`src/rtl/br_resolve_if.sv`:
```
// Bundle between fetch, the execute-stage branch unit, the predictor update port
// and the pipeline flush logic, as seen by br_resolve_ctrl.
interface br_resolve_if;
  logic        fetch_valid;
  logic [1:0]  fetch_index;
  logic        fetch_predict;
  logic [31:0] fetch_target;
  logic [31:0] fetch_npc;
  logic        res_valid;
  logic        res_taken;
  logic [31:0] res_target;
  logic        upd_en;
  logic        upd_taken;
  logic [1:0]  upd_index;
  logic [31:0] upd_target;
  logic        flush;
  logic [31:0] redirect_pc;
  logic        full;
  logic        empty;
  logic        err;
  logic [15:0] br_count;
  logic [15:0] mp_count;

  modport master (
    output fetch_valid, fetch_index, fetch_predict, fetch_target, fetch_npc,
    output res_valid, res_taken, res_target,
    input  upd_en, upd_taken, upd_index, upd_target, flush, redirect_pc,
    input  full, empty, err, br_count, mp_count
  );

  modport slave (
    input  fetch_valid, fetch_index, fetch_predict, fetch_target, fetch_npc,
    input  res_valid, res_taken, res_target,
    output upd_en, upd_taken, upd_index, upd_target, flush, redirect_pc,
    output full, empty, err, br_count, mp_count
  );
endinterface

```
`src/rtl/br_resolve_ctrl.sv`:
```
// Branch resolve sequencer: in-order queue of fetch-time predictions, checked
// against execute outcomes to drive predictor updates and mispredict flushes.
//
// state    | meaning
// ST_RUN   | normal operation, pushes and pops accepted
// ST_FLUSH | flush held, fetch and resolve ignored until the counter expires
module br_resolve_ctrl #(
  parameter int DEPTH        = 4,
  parameter int FLUSH_CYCLES = 1
) (
  input logic        clk_i,
  input logic        rst_ni,
  br_resolve_if.slave bus
);
  localparam int AW = $clog2(DEPTH);
  localparam int CW = $clog2(FLUSH_CYCLES + 1);
  localparam logic [AW:0]   PTR_ONE = (AW+1)'(1);
  localparam logic [CW-1:0] CNT_ONE = CW'(1);
  localparam logic [CW-1:0] CNT_LD  = CW'(FLUSH_CYCLES);

  typedef enum logic {ST_RUN, ST_FLUSH} state_t;

  state_t        state_q;
  logic [CW-1:0] cnt_q;
  logic [AW:0]   wr_ptr_q, wr_ptr_d, rd_ptr_q, rd_ptr_d;
  logic          upd_en_q, upd_taken_q, flush_q, err_q;
  logic [1:0]    upd_index_q;
  logic [31:0]   upd_target_q, redirect_q;
  logic [15:0]   br_cnt_q, mp_cnt_q;

  logic [1:0]    idx_mem  [DEPTH];
  logic          pred_mem [DEPTH];
  logic [31:0]   tgt_mem  [DEPTH];
  logic [31:0]   npc_mem  [DEPTH];

  logic [AW-1:0] rd_idx, wr_idx;
  logic          full_w, empty_w, run_w, pop_w, push_w, mispred_w, ovf_w, unf_w;

  assign rd_idx  = rd_ptr_q[AW-1:0];
  assign wr_idx  = wr_ptr_q[AW-1:0];
  assign full_w  = (wr_ptr_q[AW] != rd_ptr_q[AW]) && (wr_idx == rd_idx);
  assign empty_w = (wr_ptr_q == rd_ptr_q);
  assign run_w   = (state_q == ST_RUN);

  assign pop_w     = run_w && bus.res_valid && !empty_w;
  assign mispred_w = pop_w && ((pred_mem[rd_idx] != bus.res_taken) ||
                     (pred_mem[rd_idx] && bus.res_taken && (tgt_mem[rd_idx] != bus.res_target)));
  // A correct pop frees the slot the push lands in; a mispredict squashes the push.
  assign push_w    = run_w && bus.fetch_valid && (!full_w || pop_w) && !mispred_w;
  assign ovf_w     = run_w && bus.fetch_valid && full_w && !pop_w;
  assign unf_w     = run_w && bus.res_valid && empty_w;

  always_comb begin
    wr_ptr_d = wr_ptr_q;
    rd_ptr_d = rd_ptr_q;
    if (mispred_w) begin
      wr_ptr_d = '0;
      rd_ptr_d = '0;
    end else begin
      if (pop_w)  rd_ptr_d = rd_ptr_q + PTR_ONE;
      if (push_w) wr_ptr_d = wr_ptr_q + PTR_ONE;
    end
  end

  always_ff @(posedge clk_i) begin
    if (push_w) begin
      idx_mem[wr_idx]  <= bus.fetch_index;
      pred_mem[wr_idx] <= bus.fetch_predict;
      tgt_mem[wr_idx]  <= bus.fetch_target;
      npc_mem[wr_idx]  <= bus.fetch_npc;
    end
  end

  always_ff @(posedge clk_i or negedge rst_ni) begin
    if (!rst_ni) begin
      state_q      <= ST_RUN;
      cnt_q        <= '0;
      wr_ptr_q     <= '0;
      rd_ptr_q     <= '0;
      upd_en_q     <= 1'b0;
      upd_taken_q  <= 1'b0;
      upd_index_q  <= '0;
      upd_target_q <= '0;
      flush_q      <= 1'b0;
      redirect_q   <= '0;
      err_q        <= 1'b0;
      br_cnt_q     <= '0;
      mp_cnt_q     <= '0;
    end else begin
      upd_en_q <= 1'b0;
      wr_ptr_q <= wr_ptr_d;
      rd_ptr_q <= rd_ptr_d;
      if (ovf_w || unf_w) err_q <= 1'b1;
      case (state_q)
        ST_RUN: begin
          if (pop_w) begin
            upd_en_q     <= 1'b1;
            upd_taken_q  <= bus.res_taken;
            upd_index_q  <= idx_mem[rd_idx];
            upd_target_q <= bus.res_target;
            if (br_cnt_q != 16'hFFFF) br_cnt_q <= br_cnt_q + 16'd1;
          end
          if (mispred_w) begin
            if (mp_cnt_q != 16'hFFFF) mp_cnt_q <= mp_cnt_q + 16'd1;
            flush_q    <= 1'b1;
            redirect_q <= bus.res_taken ? bus.res_target : npc_mem[rd_idx];
            cnt_q      <= CNT_LD;
            state_q    <= ST_FLUSH;
          end
        end
        ST_FLUSH: begin
          if (cnt_q == CNT_ONE) begin
            flush_q    <= 1'b0;
            redirect_q <= '0;
            cnt_q      <= '0;
            state_q    <= ST_RUN;
          end else begin
            cnt_q <= cnt_q - CNT_ONE;
          end
        end
        default: state_q <= ST_RUN;
      endcase
    end
  end

  assign bus.upd_en      = upd_en_q;
  assign bus.upd_taken   = upd_taken_q;
  assign bus.upd_index   = upd_index_q;
  assign bus.upd_target  = upd_target_q;
  assign bus.flush       = flush_q;
  assign bus.redirect_pc = redirect_q;
  assign bus.full        = full_w;
  assign bus.empty       = empty_w;
  assign bus.err         = err_q;
  assign bus.br_count    = br_cnt_q;
  assign bus.mp_count    = mp_cnt_q;
endmodule

```
`src/flat_wrapper.sv`:
```
// flat-port wrapper written by rule: the top's interface ports become plain ports
module br_resolve_ctrl_flat 
#(
  parameter int DEPTH        = 4,
  parameter int FLUSH_CYCLES = 1
)
  (clk_i, rst_ni, bus_fetch_valid, bus_fetch_index, bus_fetch_predict, bus_fetch_target, bus_fetch_npc, bus_res_valid, bus_res_taken, bus_res_target, bus_upd_en, bus_upd_taken, bus_upd_index, bus_upd_target, bus_flush, bus_redirect_pc, bus_full, bus_empty, bus_err, bus_br_count, bus_mp_count);
  br_resolve_if bus_i ();
  input logic clk_i;
  input logic rst_ni;
  input wire logic [$bits(bus_i.fetch_valid)-1:0] bus_fetch_valid;
  input wire logic [$bits(bus_i.fetch_index)-1:0] bus_fetch_index;
  input wire logic [$bits(bus_i.fetch_predict)-1:0] bus_fetch_predict;
  input wire logic [$bits(bus_i.fetch_target)-1:0] bus_fetch_target;
  input wire logic [$bits(bus_i.fetch_npc)-1:0] bus_fetch_npc;
  input wire logic [$bits(bus_i.res_valid)-1:0] bus_res_valid;
  input wire logic [$bits(bus_i.res_taken)-1:0] bus_res_taken;
  input wire logic [$bits(bus_i.res_target)-1:0] bus_res_target;
  output wire logic [$bits(bus_i.upd_en)-1:0] bus_upd_en;
  output wire logic [$bits(bus_i.upd_taken)-1:0] bus_upd_taken;
  output wire logic [$bits(bus_i.upd_index)-1:0] bus_upd_index;
  output wire logic [$bits(bus_i.upd_target)-1:0] bus_upd_target;
  output wire logic [$bits(bus_i.flush)-1:0] bus_flush;
  output wire logic [$bits(bus_i.redirect_pc)-1:0] bus_redirect_pc;
  output wire logic [$bits(bus_i.full)-1:0] bus_full;
  output wire logic [$bits(bus_i.empty)-1:0] bus_empty;
  output wire logic [$bits(bus_i.err)-1:0] bus_err;
  output wire logic [$bits(bus_i.br_count)-1:0] bus_br_count;
  output wire logic [$bits(bus_i.mp_count)-1:0] bus_mp_count;
  assign bus_i.fetch_valid = bus_fetch_valid;
  assign bus_i.fetch_index = bus_fetch_index;
  assign bus_i.fetch_predict = bus_fetch_predict;
  assign bus_i.fetch_target = bus_fetch_target;
  assign bus_i.fetch_npc = bus_fetch_npc;
  assign bus_i.res_valid = bus_res_valid;
  assign bus_i.res_taken = bus_res_taken;
  assign bus_i.res_target = bus_res_target;
  assign bus_upd_en = bus_i.upd_en;
  assign bus_upd_taken = bus_i.upd_taken;
  assign bus_upd_index = bus_i.upd_index;
  assign bus_upd_target = bus_i.upd_target;
  assign bus_flush = bus_i.flush;
  assign bus_redirect_pc = bus_i.redirect_pc;
  assign bus_full = bus_i.full;
  assign bus_empty = bus_i.empty;
  assign bus_err = bus_i.err;
  assign bus_br_count = bus_i.br_count;
  assign bus_mp_count = bus_i.mp_count;
  br_resolve_ctrl #(.DEPTH(DEPTH), .FLUSH_CYCLES(FLUSH_CYCLES)) u_core (.clk_i(clk_i), .rst_ni(rst_ni), .bus(bus_i));
endmodule
```
`config.mk`:
```
export PLATFORM = sky130hd
export DESIGN_NAME = br_resolve_ctrl_flat
export DESIGN_NICKNAME = d
export VERILOG_FILES = /design/src/rtl/br_resolve_if.sv /design/src/rtl/br_resolve_ctrl.sv /design/src/flat_wrapper.sv
export SDC_FILE = /design/constraint.sdc
export NUM_CORES = 1
export LEC_CHECK = 0
export CAP_MARGIN = 40
export CORE_AREA = 8 8 204 206
export DETAILED_ROUTE_END_ITERATION = 16
export DIE_AREA = 0 0 212 214
export SLEW_MARGIN = 20
export SYNTH_ARGS = -nofsm -noshare
export SYNTH_HDL_FRONTEND = slang
export SYNTH_SLANG_ARGS = --single-unit
export TNS_END_PERCENT = 10
```
`constraint.sdc`:
```
create_clock -name clk_i -period 7.92 [get_ports clk_i]
set_clock_uncertainty 0.1 [all_clocks]
set_input_delay 1.98 -clock clk_i [delete_from_list [all_inputs] [get_ports clk_i]]
set_output_delay 1.98 -clock clk_i [all_outputs]
set_load 0.05 [all_outputs]
```
* Word-level counts from Yosys, hierarchy flattened
Memory sizes are Yosys's and may differ from the RTL's. A register that Yosys moved wholly into a read port is not among the register bits.
Index checks and enable logic that the tools add are counted.
** Word-level totals
- Bits in writable memories :: 268
- Word-level logic and storage cells :: 77
- Output and inout bits :: 104
- Bits in registers :: 108
- Memories kept :: 4
** Cells by class
- Bitwise operators :: 1
- Equal/unequal tests :: 9
- Add/sub/neg operators :: 5
- Reduce and logical (&&, ||, !) cells :: 26
- Muxes and demuxes :: 20
** Memory list
- u_core.npc_mem :: words 4, bits a word 32, read ports 1, clocked after Yosys merged registers in 0, wr ports 1, RTL line br_resolve_ctrl.sv:34 : logic [31:0] npc_mem [DEPTH];
- u_core.tgt_mem :: words 4, bits a word 32, read ports 1, clocked after Yosys merged registers in 0, wr ports 1, RTL line br_resolve_ctrl.sv:33 : logic [31:0] tgt_mem [DEPTH];
- u_core.idx_mem :: words 4, bits a word 2, read ports 1, clocked after Yosys merged registers in 1, wr ports 1, RTL line br_resolve_ctrl.sv:31 : logic [1:0] idx_mem [DEPTH];
- u_core.pred_mem :: words 4, bits a word 1, read ports 1, clocked after Yosys merged registers in 0, wr ports 1, RTL line br_resolve_ctrl.sv:32 : logic pred_mem [DEPTH];
** Operator list (count)
- two-way mux 32 bit :: 3
- case mux 32 bit (2 select lines) :: 1
- adder 16 x 1 -> 16 bit, second input constant :: 2
- inequality test 16 bit, second input constant :: 2
- inequality test 32 bit :: 1
- logical AND 1 bit :: 12
- two-way mux 3 bit :: 4
- two-way mux 1 bit :: 9
- adder 3 x 1 -> 3 bit, second input constant :: 2
- case mux 1 bit (2 select lines) :: 3
- AND reduction 3 bit :: 2
- zero test 1 bit :: 5
- inequality test 2 bit, second input constant :: 2
- AND reduction 2 bit :: 2
- nonzero test 2 bit :: 2
- equality test 3 bit :: 1
- logical OR 1 bit :: 3
- equality test 2 bit :: 1
- inequality test 1 bit :: 2
- inverter 1 bit :: 1
- subtractor 1 bit, second input constant :: 1

* Longest topological paths before layout
Gate-level depths: netlist of the first run.
An unclocked memory read counts as a cell.
- Depth in word-level cells :: 9
- Depth in mapped cells :: 12
- Depth with buffers taken out :: 9

* Worst setup path before layout of the first run
No wires, ideal clock.
- Kind :: input -> register
- Start :: input port bus_res_target[30]
- End :: memory u_core.idx_mem[3][0] (enable)
- Arrival :: 5.815 ns
- Stages :: 8
- Path buffers :: 2
- Library setup time :: 0.492 ns
- Slack :: 1.513 ns
- Path through :: xnor2_1 > nand4_1 > nor4_1 > a21bo_1 > a21oi_2 > buf_6 > buf_6 > nor2_1
** Between the ends
- Longest elaborated chain between the ends :: 8
** RTL lines
- start: declaration :: RTL line flat_wrapper.sv:18 : input wire logic [$bits(bus_i.res_target)-1:0] bus_res_target;
- inequality test 32 bit :: RTL line br_resolve_ctrl.sv:47 : (pred_mem[rd_idx] && bus.res_taken && (tgt_mem[rd_idx] != bus.res_target)));
- logical AND 1 bit :: RTL line br_resolve_ctrl.sv:47
- logical OR 1 bit :: RTL line br_resolve_ctrl.sv:46 : assign mispred_w = pop_w && ((pred_mem[rd_idx] != bus.res_taken) ||
- logical AND 1 bit :: RTL line br_resolve_ctrl.sv:46
- zero test 1 bit :: RTL line br_resolve_ctrl.sv:49 : assign push_w = run_w && bus.fetch_valid && (!full_w || pop_w) && !mispred_w;
- logical AND 1 bit :: RTL line br_resolve_ctrl.sv:49
- two-way mux 1 bit :: RTL line br_resolve_ctrl.sv:66 : if (push_w) begin
- two-way mux 1 bit (implied by the code) :: RTL line br_resolve_ctrl.sv:67 : idx_mem[wr_idx] <= bus.fetch_index;
- end: declaration :: RTL line br_resolve_ctrl.sv:31
No other way between the ends.

* Worst setup path after layout of the first run
- Start :: register u_core.rd_ptr_q[1]
- End :: output port bus_full
** Between the ends
- Longest elaborated chain between the ends :: 2
** RTL lines
- start: declaration :: RTL line br_resolve_ctrl.sv:25 : logic [AW:0] wr_ptr_q, wr_ptr_d, rd_ptr_q, rd_ptr_d;
- start signal: assignment :: RTL line br_resolve_ctrl.sv:92 : rd_ptr_q <= rd_ptr_d;
- equality test 2 bit :: RTL line br_resolve_ctrl.sv:41 : assign full_w = (wr_ptr_q[AW] != rd_ptr_q[AW]) && (wr_idx == rd_idx);
- logical AND 1 bit :: RTL line br_resolve_ctrl.sv:41
- end: declaration :: RTL line flat_wrapper.sv:25 : output wire logic [$bits(bus_i.full)-1:0] bus_full;
No other way between the ends.

==> summary.md, run 1 <==
| Metric | Value |
|---|---|
| Die width | approximately 210 um |
| Final net count | 1256 |
| Critical path peak fanout | 54 |
| Slew headroom | 0.4317 |
| Setup crit start | u_core.rd_ptr_q[1]$_DFFE_PN0P_ |
| Via count | 8514 |
| Clk_lat worst skew | 0.54 ns |
| Total power draw | 7.265 mW |
| Slew at the pin closest to its max-slew limit | 0.8525 ns |
| Post-CTS Setup Inserts | 0 |
| Sw frac | 0.3658 |
| Ranking of synthesized cells by area | edfxtp_1 (53%), dfrtp_1 (18%), mux4_2 (8.8%) |
| Gpl congestion | 0.7831 |
| Sw Pwr | around 2.7 mW |
| Hold Path Class | reg2reg |
| Htree depth | 2 |
| Run status | complete, no violations |
| DRT antenna net count | 0 |
| Top_reg_cell synth | edfxtp_1 |
| Critical R2R Launch | u_core.rd_ptr_q[1]$_DFFE_PN0P_ |
| Hold Buf Count CTS | 0 |
| Total die area | roughly 45000 um2 |
| Drt drc | 0 |
| Syn_nets | 1025 |
| CTS tree | done |
| Port Buffers | 207 |
| Wire length of the first global-routing pass | around 57 mm |
| Maximum clock path buffer count | 3 |
| Synth top area share | 0.5340 |
| Cell variety after synth | 43 |
| WP data required | 5.84 ns |
| WL per Instance | 22.97 um |
| CP endpoint kind | output pin |
| Initial antenna violation count | 9 |
| Worst-path clk slew | 0.06 ns |
| Fmax | 0.1826 GHz |
| Cell total after placement | 1616 |
| Pint | between 4 and 5 mW |
| Clock period minus final worst setup slack | approximately 5.5 ns |
| Maxcap violations | 0 |
| Slew Limit Fails | 0 |
| Largest net degree at the start of global routing | 58 |
| Combinational cell fraction of total power | 0.364 |
| Die Y | around 210 um |
| Top-count cell post-synth | edfxtp_1 |
| Final period util | 0.6917 |
| Post-synth ARST share | 0.2910 |
| Final Hold Viols | 0 |
| Gr usage total | 0.1699 |
| P per Cell Area | about 380 nW/um2 |
| Synth Register Bits | 378 |
| Unrepaired setup endpoints after global routing | no |
| Vias in the first global route | 8761 |
| Crit path kind | reg2out |
| Rows | 72 |
| Beginning of the worst hold path | u_core.bus.err$_DFFE_PN0P_ |
| Leakage | 6.862 nW |
| Reg power frac | 0.393 |
| Clock buffer count from CTS | 41 |
| WL final | 39.03 mm |
| Yosys warns | 0 |
| Synthesized area per cell | 16.51 um2 |
| Final setup viols | 0 |
| CTS Root Cell | clkbuf_16 |
| Yosys top cell by area | edfxtp_1 |
| HPWL Detailed | 26.85 mm |
| DP Worst Slack | 2.381 ns |
| Core area | around 38000 um2 |
| Setup tns final | 0 ns |
| Post-Layout Cell Count | 1699 |
| Hold WS | 0.3728 ns |
| Drt first pass iters | 5 |
| Kind of start point of the critical path | register |
| Sink Count | 378 |
| Via density | 5.011 |
| Total gr overflow | 0 |
| Mapped Area | between 15000 and 20000 um2 |
| Iter 0 DRT Violations | 486 |
| Dpl cell area | 17820 um2 |
| Commonest cells in the netlist | edfxtp_1 (268), nand2_1 (194), dfrtp_1 (110) |
| # IOs | ~210 |
| Post-synthesis cell count | around 900 |
| Fin util | 0.5005 |
| Sequential share of the synthesized area | 0.7166 |
| Area Overhead vs Synth | 27.13% |
| Number of fill cells | about 3200 |
| Crit path DAT | 3.40 ns |
| Worst VDD drop | 182.6 uV |
| WHS Path Cells | 2 |
| Setup WS post-layout | approximately 2.4 ns |
| Power share of the clock group | 0.242 |
| Post-synth EDFFs | 268 |
| Share of layout cells above drive strength 1 | 0.1580 |
| R2R depth | 9 |
| CTS-repair resized insts | 0 |
| Initial core utilization | 0.3937 |
| Cell area after layout | about 19000 um2 |
## layout by cell type (no fill, tap or decap), drive strengths merged, types with 2 or more instances in the layout
master	n
and3	8
xor2	10
buf	23
mux2	35
inv	12
o22ai	2
nand2	194
o21ai	34
nand4	17
nor2	14
nand3	6
and3b	3
clkinv	8
edfxtp	268
and4	2
nand3b	3
mux4	67
nor4	2
nor3	5
xnor2	53
a21oi	6
and2	2
dfrtp	110
clkdlybuf4s50	205
a31oi	2
nor3b	2
clkbuf	66
or2	2
ha	8
diode	4
## kinds of logic after synthesis
logic type | after synthesis | share of synthesized area
AOI/OAI and AO/OA | 49 | 0.01810
adders and majority gates | 8 | 0.006641
and+or+nand+nor | 262 | 0.07613
xor gates and xnor gates | 63 | 0.03661
muxes | 103 | 0.1289
buffers and inverters | 50 | 0.01702
DFF | 378 | 0.7166
## power by group through the flow
stage          Sequential, mW  Combinational, mW  Clock, mW
6_report                 2.86               2.65       1.76
3_3_place_gp             2.91               2.60          0
5_1_grt                  2.91               2.82       1.87
3_5_place_dp             2.90               2.67          0
2_1_floorplan            3.40               1.18          0
4_1_cts                  2.87               2.68       1.80
## cell type report
cell class                      count  area (um2)  area share
Inverter                           10       37.54    0.001959
Clock buffer                       66        1170     0.06106
Timing Repair Buffer              228        2364      0.1234
Tap cell                          518       648.1     0.03383
Sequential cell                   378       10810      0.5641
Antenna cell                        4       10.01   0.0005224
Clock inverter                     10       80.08    0.004179
Multi-Input combinational cell    485        4044      0.2110
## worst max-delay path: stages, from the launching register on
cell	delay [ns]
dfrtp_4	0.98
buf_4	0.43
xor2_1	0.14
or2_2	0.33
nor2_1	0.14
clkdlybuf4s50_1	0.83
## state kept, by name, indices dropped and copies added, names as in the netlist
name                    cells
u_core.bus.redirect_pc     32
u_core.bus.flush            1
u_core.wr_ptr_q             3
u_core.bus.mp_count        16
u_core.bus.err              1
u_core.bus.upd_taken        1
u_core.bus.upd_en           1
u_core.idx_mem              8
u_core.state_q              1
u_core.tgt_mem            128
u_core.pred_mem             4
u_core.rd_ptr_q             3
u_core.cnt_q                1
u_core.bus.upd_target      32
u_core.bus.upd_index        2
u_core.npc_mem            128
u_core.bus.br_count        16
## worst paths after layout
path	endpoint	slack, ns
worst max-delay path	bus_full	2.44
worst min-delay path	u_core.bus.err$_DFFE_PN0P_	0.37
worst max register to register	u_core.tgt_mem[0][24]$_DFFE_PP_	3.36
worst min register to register	u_core.bus.err$_DFFE_PN0P_	0.37
max in group asynchronous	u_core.rd_ptr_q[0]$_DFFE_PN0P_	5.54
min in group asynchronous	u_core.bus.br_count[8]$_DFFE_PN0P_	1.15
## routing by layer
| metal | up-vias | global-route usage | wire [um] |
|---|---|---|---|
| met1 | 4315 | 0.2233 | 16520 |
| li1 | 3866 | - | - |
| met3 | 63 | 0.04312 | 2694 |
| met5 | - | 0 | 49 |
| met2 | 262 | 0.2753 | 18830 |
| met4 | 8 | 0.05005 | 948 |
(Power assumes the default switching activity.)
==> inputs of run 2 (changes only) <==
Clock period 7.92 ns to 4.75 ns, I/O delays scaled along.
==> run 2 against run 1 <==
Total power grew 68%. Sequential power rose by 65%. First-iteration DRC count up 24%. Sequential share of layout area fell by 0.16 points. Largest cell class unchanged. Clock power rose by 74%. Clock-buffer cell count down 19. Highest routed layer unchanged. Wire length down 2.3%. Combinational power increased by 66%. Cell area grew 0.29%. Cell count fell by 0.35%. Non-clock buffer count is 3 higher.
==> summary.md, run 2 (synthesis results as in run 1) <==
| Metric | Value |
|---|---|
| Run status | complete, no violations |
| Via count | 8491 |
| Reg2reg end | u_core.idx_mem[0][0]$_DFFE_PP_ |
| Hold Buf Count CTS | 0 |
| Worst Setup EP | bus_empty |
| Slew Limit Fails | 0 |
| Final setup viols | 0 |
| Reg2reg setup slack | 0.70 ns |
| Largest regs | u_core.npc_mem x128, u_core.tgt_mem x128 |
| Setup crit start | u_core.rd_ptr_q[1]$_DFFE_PN0P_ |
| Clock buffer count from CTS | 39 |
| Post-CTS Setup Inserts | 0 |
| Slew at the pin closest to its max-slew limit | 0.7391 ns |
| Initial core utilization | 0.3937 |
| Share of layout cells above drive strength 1 | 0.1617 |
| # IOs | ~210 |
| Iter 0 DRT Violations | between 600 and 700 |
| WL per Instance | 22.52 um |
| Wire length of the first global-routing pass | 56.87 mm |
| Unrepaired setup endpoints after global routing | no |
| Core area | 38290 um2 |
| Clk_lat worst skew | between 0.5 and 0.6 ns |
| Crit path kind | reg2out |
| Most frequent cells in the layout | edfxtp_1 (268), clkdlybuf4s50_1 (205), nand2_1 (193), dfrtp_1 (108), mux4_2 (59) |
| Gr usage total | 0.1660 |
| Sink Count | 378 |
| Number of fill cells | 3210 |
| Area Overhead vs Synth | 27.49% |
| Critical R2R Launch | u_core.rd_ptr_q[0]$_DFFE_PN0P_ |
| Drt drc | 0 |
| Total die area | 45370 um2 |
| Final period util | 0.8845 |
| Die width | 212 um |
| Die Y | ~210 um |
| Leakage | 6.888 nW |
| WL final | 38.13 mm |
| Initial antenna violation count | 2 |
| Drt first pass iters | 4 |
| Gpl congestion | 0.7656 |
| CTS Root Cell | clkbuf_16 |
| Final Hold Viols | 0 |
| DRT antenna net count | 0 |
| Commonest non-fill, non-tap cell in the layout | edfxtp_1 |
| P per Cell Area | 634.8 nW/um2 |
| Htree depth | 2 |
| CTS tree | done |
| Vias in the first global route | 8770 |
| CTS-repair resized insts | 0 |
| Largest net degree at the start of global routing | 69 |
| CP endpoint kind | output pin |
| Worst-path clk slew | 0.06 ns |
| Fmax | 0.2380 GHz |
| Setup tns final | 0 ns |
| Cell area after layout | between 15000 and 20000 um2 |
| Rows | 72 |
| HPWL Detailed | between 20 and 30 mm |
| Port Buffers | 207 |
| Maximum clock path buffer count | 3 |
| Maxcap violations | 0 |
| Hold Path Class | reg2reg |
| Total gr overflow | 0 |
| Clock period minus final worst setup slack | 4.202 ns |
| Kind of start point of the critical path | register |
| Critical path peak fanout | 47 |
| Crit path DAT | 2.91 ns |
| Via density | 5.015 |
| Dpl cell area | 17900 um2 |
| Final net count | 1257 |
| Antenna diode count | 0 |
| Worst VDD drop | between 300 and 400 uV |
| Slew headroom | 0.5072 |
| R2R depth | 9 |
| WP data required | 3.46 ns |
-- run 2: cell types whose count changed in the layout (fill, tap and decap cells not counted), moves of 2 or more --
cell	change
clkbuf_1	-14
clkinv_1	+8
buf_12	+7
bufinv_16	+5
buf_16	-4
clkbuf_8	-4
diode_2	-4
clkinvlp_4	+2
-- run 2: cell type report --
type	count	area, um2	share of cell area
Clock inverter	24	255.2	0.01328
Multi-Input combinational cell	485	4044	0.2104
Inverter	10	37.54	0.001953
Clock buffer	47	1037	0.05398
Sequential cell	378	10810	0.5624
Timing Repair Buffer	231	2386	0.1242
Tap cell	518	648.1	0.03373
-- run 2: through the flow --
step | instances | utilization | hold WS [ns] | power (mW) | setup slack, ns
detailed placement | 1621 | 0.4674 | 0.3625 | 9.252 | 0.4346
floorplan | 913 | - | 0.3703 | 7.637 | -0.1946
finish | 1693 | 0.5019 | 0.3732 | 12.20 | 0.5484
CTS | 1692 | 0.5012 | 0.3772 | 12.35 | 0.4838
global route | 1693 | 0.5019 | 0.3976 | 12.80 | 0.3485
global placement | 1620 | 0.4673 | 0.3579 | 9.218 | 0.4103
-- run 2: worst min-delay path by stage --
| stage | startpoint | endpoint | cells past startpoint |
|---|---|---|---|
| 2_1_floorplan | u_core.cnt_q$_DFFE_PN0P_ | u_core.cnt_q$_DFFE_PN0P_ | 1 |
| 3_3_place_gp | u_core.bus.upd_target[8]$_DFFE_PN0P_ | u_core.bus.upd_target[8]$_DFFE_PN0P_ | 2 |
| 3_5_place_dp | u_core.bus.upd_target[24]$_DFFE_PN0P_ | u_core.bus.upd_target[24]$_DFFE_PN0P_ | 2 |
| 4_1_cts | u_core.bus.upd_target[9]$_DFFE_PN0P_ | u_core.bus.upd_target[9]$_DFFE_PN0P_ | 2 |
| 5_1_grt | u_core.bus.upd_target[24]$_DFFE_PN0P_ | u_core.bus.upd_target[24]$_DFFE_PN0P_ | 2 |
| 6_report | u_core.bus.upd_target[24]$_DFFE_PN0P_ | u_core.bus.upd_target[24]$_DFFE_PN0P_ | 2 |
-- run 2: worst max-delay path: stages (launching register included) --
cell and delay [ns]:
dfrtp_4 0.87, xor2_1 0.19, nor3b_1 0.43, clkdlybuf4s50_1 0.89
-- run 2: power by group --
part	leakage [nW]	internal (mW)	switching, mW
clock	0.629	1.83	1.24
sequential	3.85	4.32	0.409
combinational	2.41	1.68	2.71
total	6.89	7.84	4.36
-- run 2: metal layers --
metal	wire length, um	GRT usage	up-vias
met2	18820	0.2765	254
met5	22	0	-
li1	-	-	3870
met4	743	0.03846	4
met3	2239	0.03420	50
met1	16310	0.2211	4313
==> inputs of run 3 (changes only) <==
Settings changed: GPL_TIMING_DRIVEN set to 0, SLEW_MARGIN 20 to 15.
==> run 3 against run 2 <==
Flip-flop and latch count stayed put. Fmax is 6.7% lower. Total power is 2.2% higher. Global-route usage is 0.80 points higher. Non-clock buffer count is 26 higher. Setup slack worse by 0.30 ns. Via count is 2.4% higher. Utilization is 0.59 points higher. Hold slack better by 0.00053 ns. Die area stayed put. Register-to-register slack worse by 0.45 ns.
==> summary.md, run 3 (synthesis results as in run 1) <==
| Metric | Value |
|---|---|
| Combinational cell fraction of total power | 0.370 |
| P per Cell Area | about 640 nW/um2 |
| Final Hold Viols | 0 |
| Rows | 72 |
| Maximum clock path buffer count | 3 |
| Htree depth | 2 |
| HPWL Detailed | 27.60 mm |
| Sink Count | 378 |
| WL final | 39.76 mm |
| DP Worst Slack | -0.2151 ns |
| Share of layout cells above drive strength 1 | 0.1607 |
| Reg power frac | 0.372 |
| Largest net degree at the start of global routing | 58 |
| Gpl congestion | 0.7766 |
| WL per Instance | 23.05 um |
| Critical path peak fanout | 35 |
| Most frequent cells in the layout | edfxtp_1 (268), clkdlybuf4s50_1 (206), nand2_1 (194), dfrtp_1 (110), mux4_2 (59) |
| Final setup viols | 0 |
| Final net count | between 1000 and 1500 |
| Pint | about 8.0 mW |
| Total die area | 45370 um2 |
| Clk_lat worst skew | 0.53 ns |
| Clock period minus final worst setup slack | 4.501 ns |
| Worst-path clk slew | 0.06 ns |
| Post-CTS Setup Inserts | 0 |
| Total power draw | around 12 mW |
| CTS tree | done |
| Kind of start point of the critical path | register |
| Final period util | 0.9476 |
| Largest regs | u_core.npc_mem x128, u_core.tgt_mem x128 |
| Total gr overflow | 0 |
| Crit path DAT | between 4 and 5 ns |
| Gr usage total | 0.1741 |
| WP data required | 4.85 ns |
| Antenna diode count | 0 |
| Via density | about 5 |
| Port Buffers | between 200 and 250 |
| Drt drc | 0 |
| Slew at the pin closest to its max-slew limit | approximately 1.1 ns |
| Slew headroom | 0.2805 |
| Die width | ~210 um |
| DRT antenna net count | 0 |
| Die Y | 214 um |
| Via count | 8698 |
| Unrepaired setup endpoints after global routing | no |
| Vias in the first global route | approximately 9200 |
| Iter 0 DRT Violations | 612 |
| Hold Path Class | reg2reg |
| Fmax | 0.2222 GHz |
| Hold Buf Count CTS | 0 |
| Core area | ~38000 um2 |
| Slew Limit Fails | 0 |
| Clock buffer count from CTS | 42 |
| Sw Pwr | between 4 and 5 mW |
| Area Overhead vs Synth | 28.99% |
| Power share of the clock group | 0.258 |
| Wire length of the first global-routing pass | 59.20 mm |
| Post-Layout Cell Count | ~1700 |
| # IOs | about 210 |
| Run status | complete, no violations |
| Maxcap violations | 0 |
| Cell total after placement | 1648 |
| Setup WS post-layout | roughly 0.25 ns |
| Drt first pass iters | 5 |
| CTS Root Cell | clkbuf_16 |
| CP endpoint kind | register |
| Sw frac | 0.3587 |
| Initial core utilization | 0.3937 |
| Leakage | 7.012 nW |
| Number of fill cells | around 3300 |
| Commonest non-fill, non-tap cell in the layout | edfxtp_1 |
| Worst VDD drop | 303.2 uV |
| Crit path kind | reg2reg |
| Initial antenna violation count | 2 |
[run 3: cell types whose count changed in the layout (fill, tap and decap cells not counted), sizes merged]
cell,change
bufinv,-4
and3b,+1
clkbuf,+45
clkinv,-13
inv,+1
buf,+3
clkdlybuf4s50,+1
clkinvlp,-2
[run 3: path summary, 6_finish.rpt]
| path | startpoint | endpoint | slack [ns] | cells past startpoint |
|---|---|---|---|---|
| worst max-delay path | u_core.rd_ptr_q[0]$_DFFE_PN0P_ | u_core.tgt_mem[0][7]$_DFFE_PP_ | 0.25 | 11 |
| worst min-delay path | u_core.bus.upd_target[31]$_DFFE_PN0P_ | u_core.bus.upd_target[31]$_DFFE_PN0P_ | 0.37 | 2 |
| worst max register to register | u_core.rd_ptr_q[0]$_DFFE_PN0P_ | u_core.tgt_mem[0][7]$_DFFE_PP_ | 0.25 | 11 |
| worst min register to register | u_core.bus.upd_target[31]$_DFFE_PN0P_ | u_core.bus.upd_target[31]$_DFFE_PN0P_ | 0.37 | 2 |
| max in group asynchronous | rst_ni | u_core.bus.redirect_pc[8]$_DFFE_PN0P_ | 3.30 | 2 |
| min in group asynchronous | rst_ni | u_core.bus.br_count[4]$_DFFE_PN0P_ | 0.54 | 1 |
[run 3: critical path, cell delays in order (launching register included)]
cell and delay [ns]:
dfrtp_1 0.37, buf_6 0.17, buf_6 0.21, mux4_1 0.61
xnor2_1 0.31, nand4_1 0.18, nor4_1 0.42, a21bo_1 0.23
a21oi_2 0.17, buf_2 0.26, and3b_4 0.78, buf_16 0.30
[run 3: repair_timing]
item / CTS / global route
resized for setup: 0 / 2
endpoints found under the setup margin: 0 / 70
hold endpoints to repair: 0 / 0
[run 3: stage by stage]
step	TNS, ns	instance area, um2	hold slack [ns]	utilization
floorplan	-39.12	15080	0.3703	-
global route	0	19440	0.3948	0.5078
finish	0	19440	0.3737	0.5078
CTS	0	19430	0.3766	0.5074
global placement	-831.50	17800	0.3593	0.4649
detailed placement	-14.34	18040	0.3621	0.4712
[run 3: per-layer routing]
metal,part of all wire,vias up,global-route usage
met4,0.023,2,0.04819
met5,0.00033,-,0
met2,0.48,269,0.2854
met3,0.064,60,0.04165
li1,-,3938,-
met1,0.43,4429,0.2285
[run 3: layout make-up]
cell class | instances | area (um2) | share of cell area
Sequential cell | 378 | 10800 | 0.5555
Multi-Input combinational cell | 486 | 4043 | 0.2079
Timing Repair Buffer | 217 | 2303 | 0.1185
Clock buffer | 70 | 1320 | 0.06790
Tap cell | 518 | 648.1 | 0.03334
Buffer | 40 | 224.0 | 0.01152
Clock inverter | 6 | 65.06 | 0.003347
Inverter | 10 | 37.54 | 0.001931
[run 3: power groups by stage]
stage               Sequential (mW)  Combinational (mW)  Clock [mW]
floorplan                      5.66                1.97           0
global placement               4.73                4.53           0
detailed placement             4.70                4.67           0
CTS                            4.64                4.69        3.30
global route                   4.70                4.95        3.42
finish                         4.63                4.62        3.22
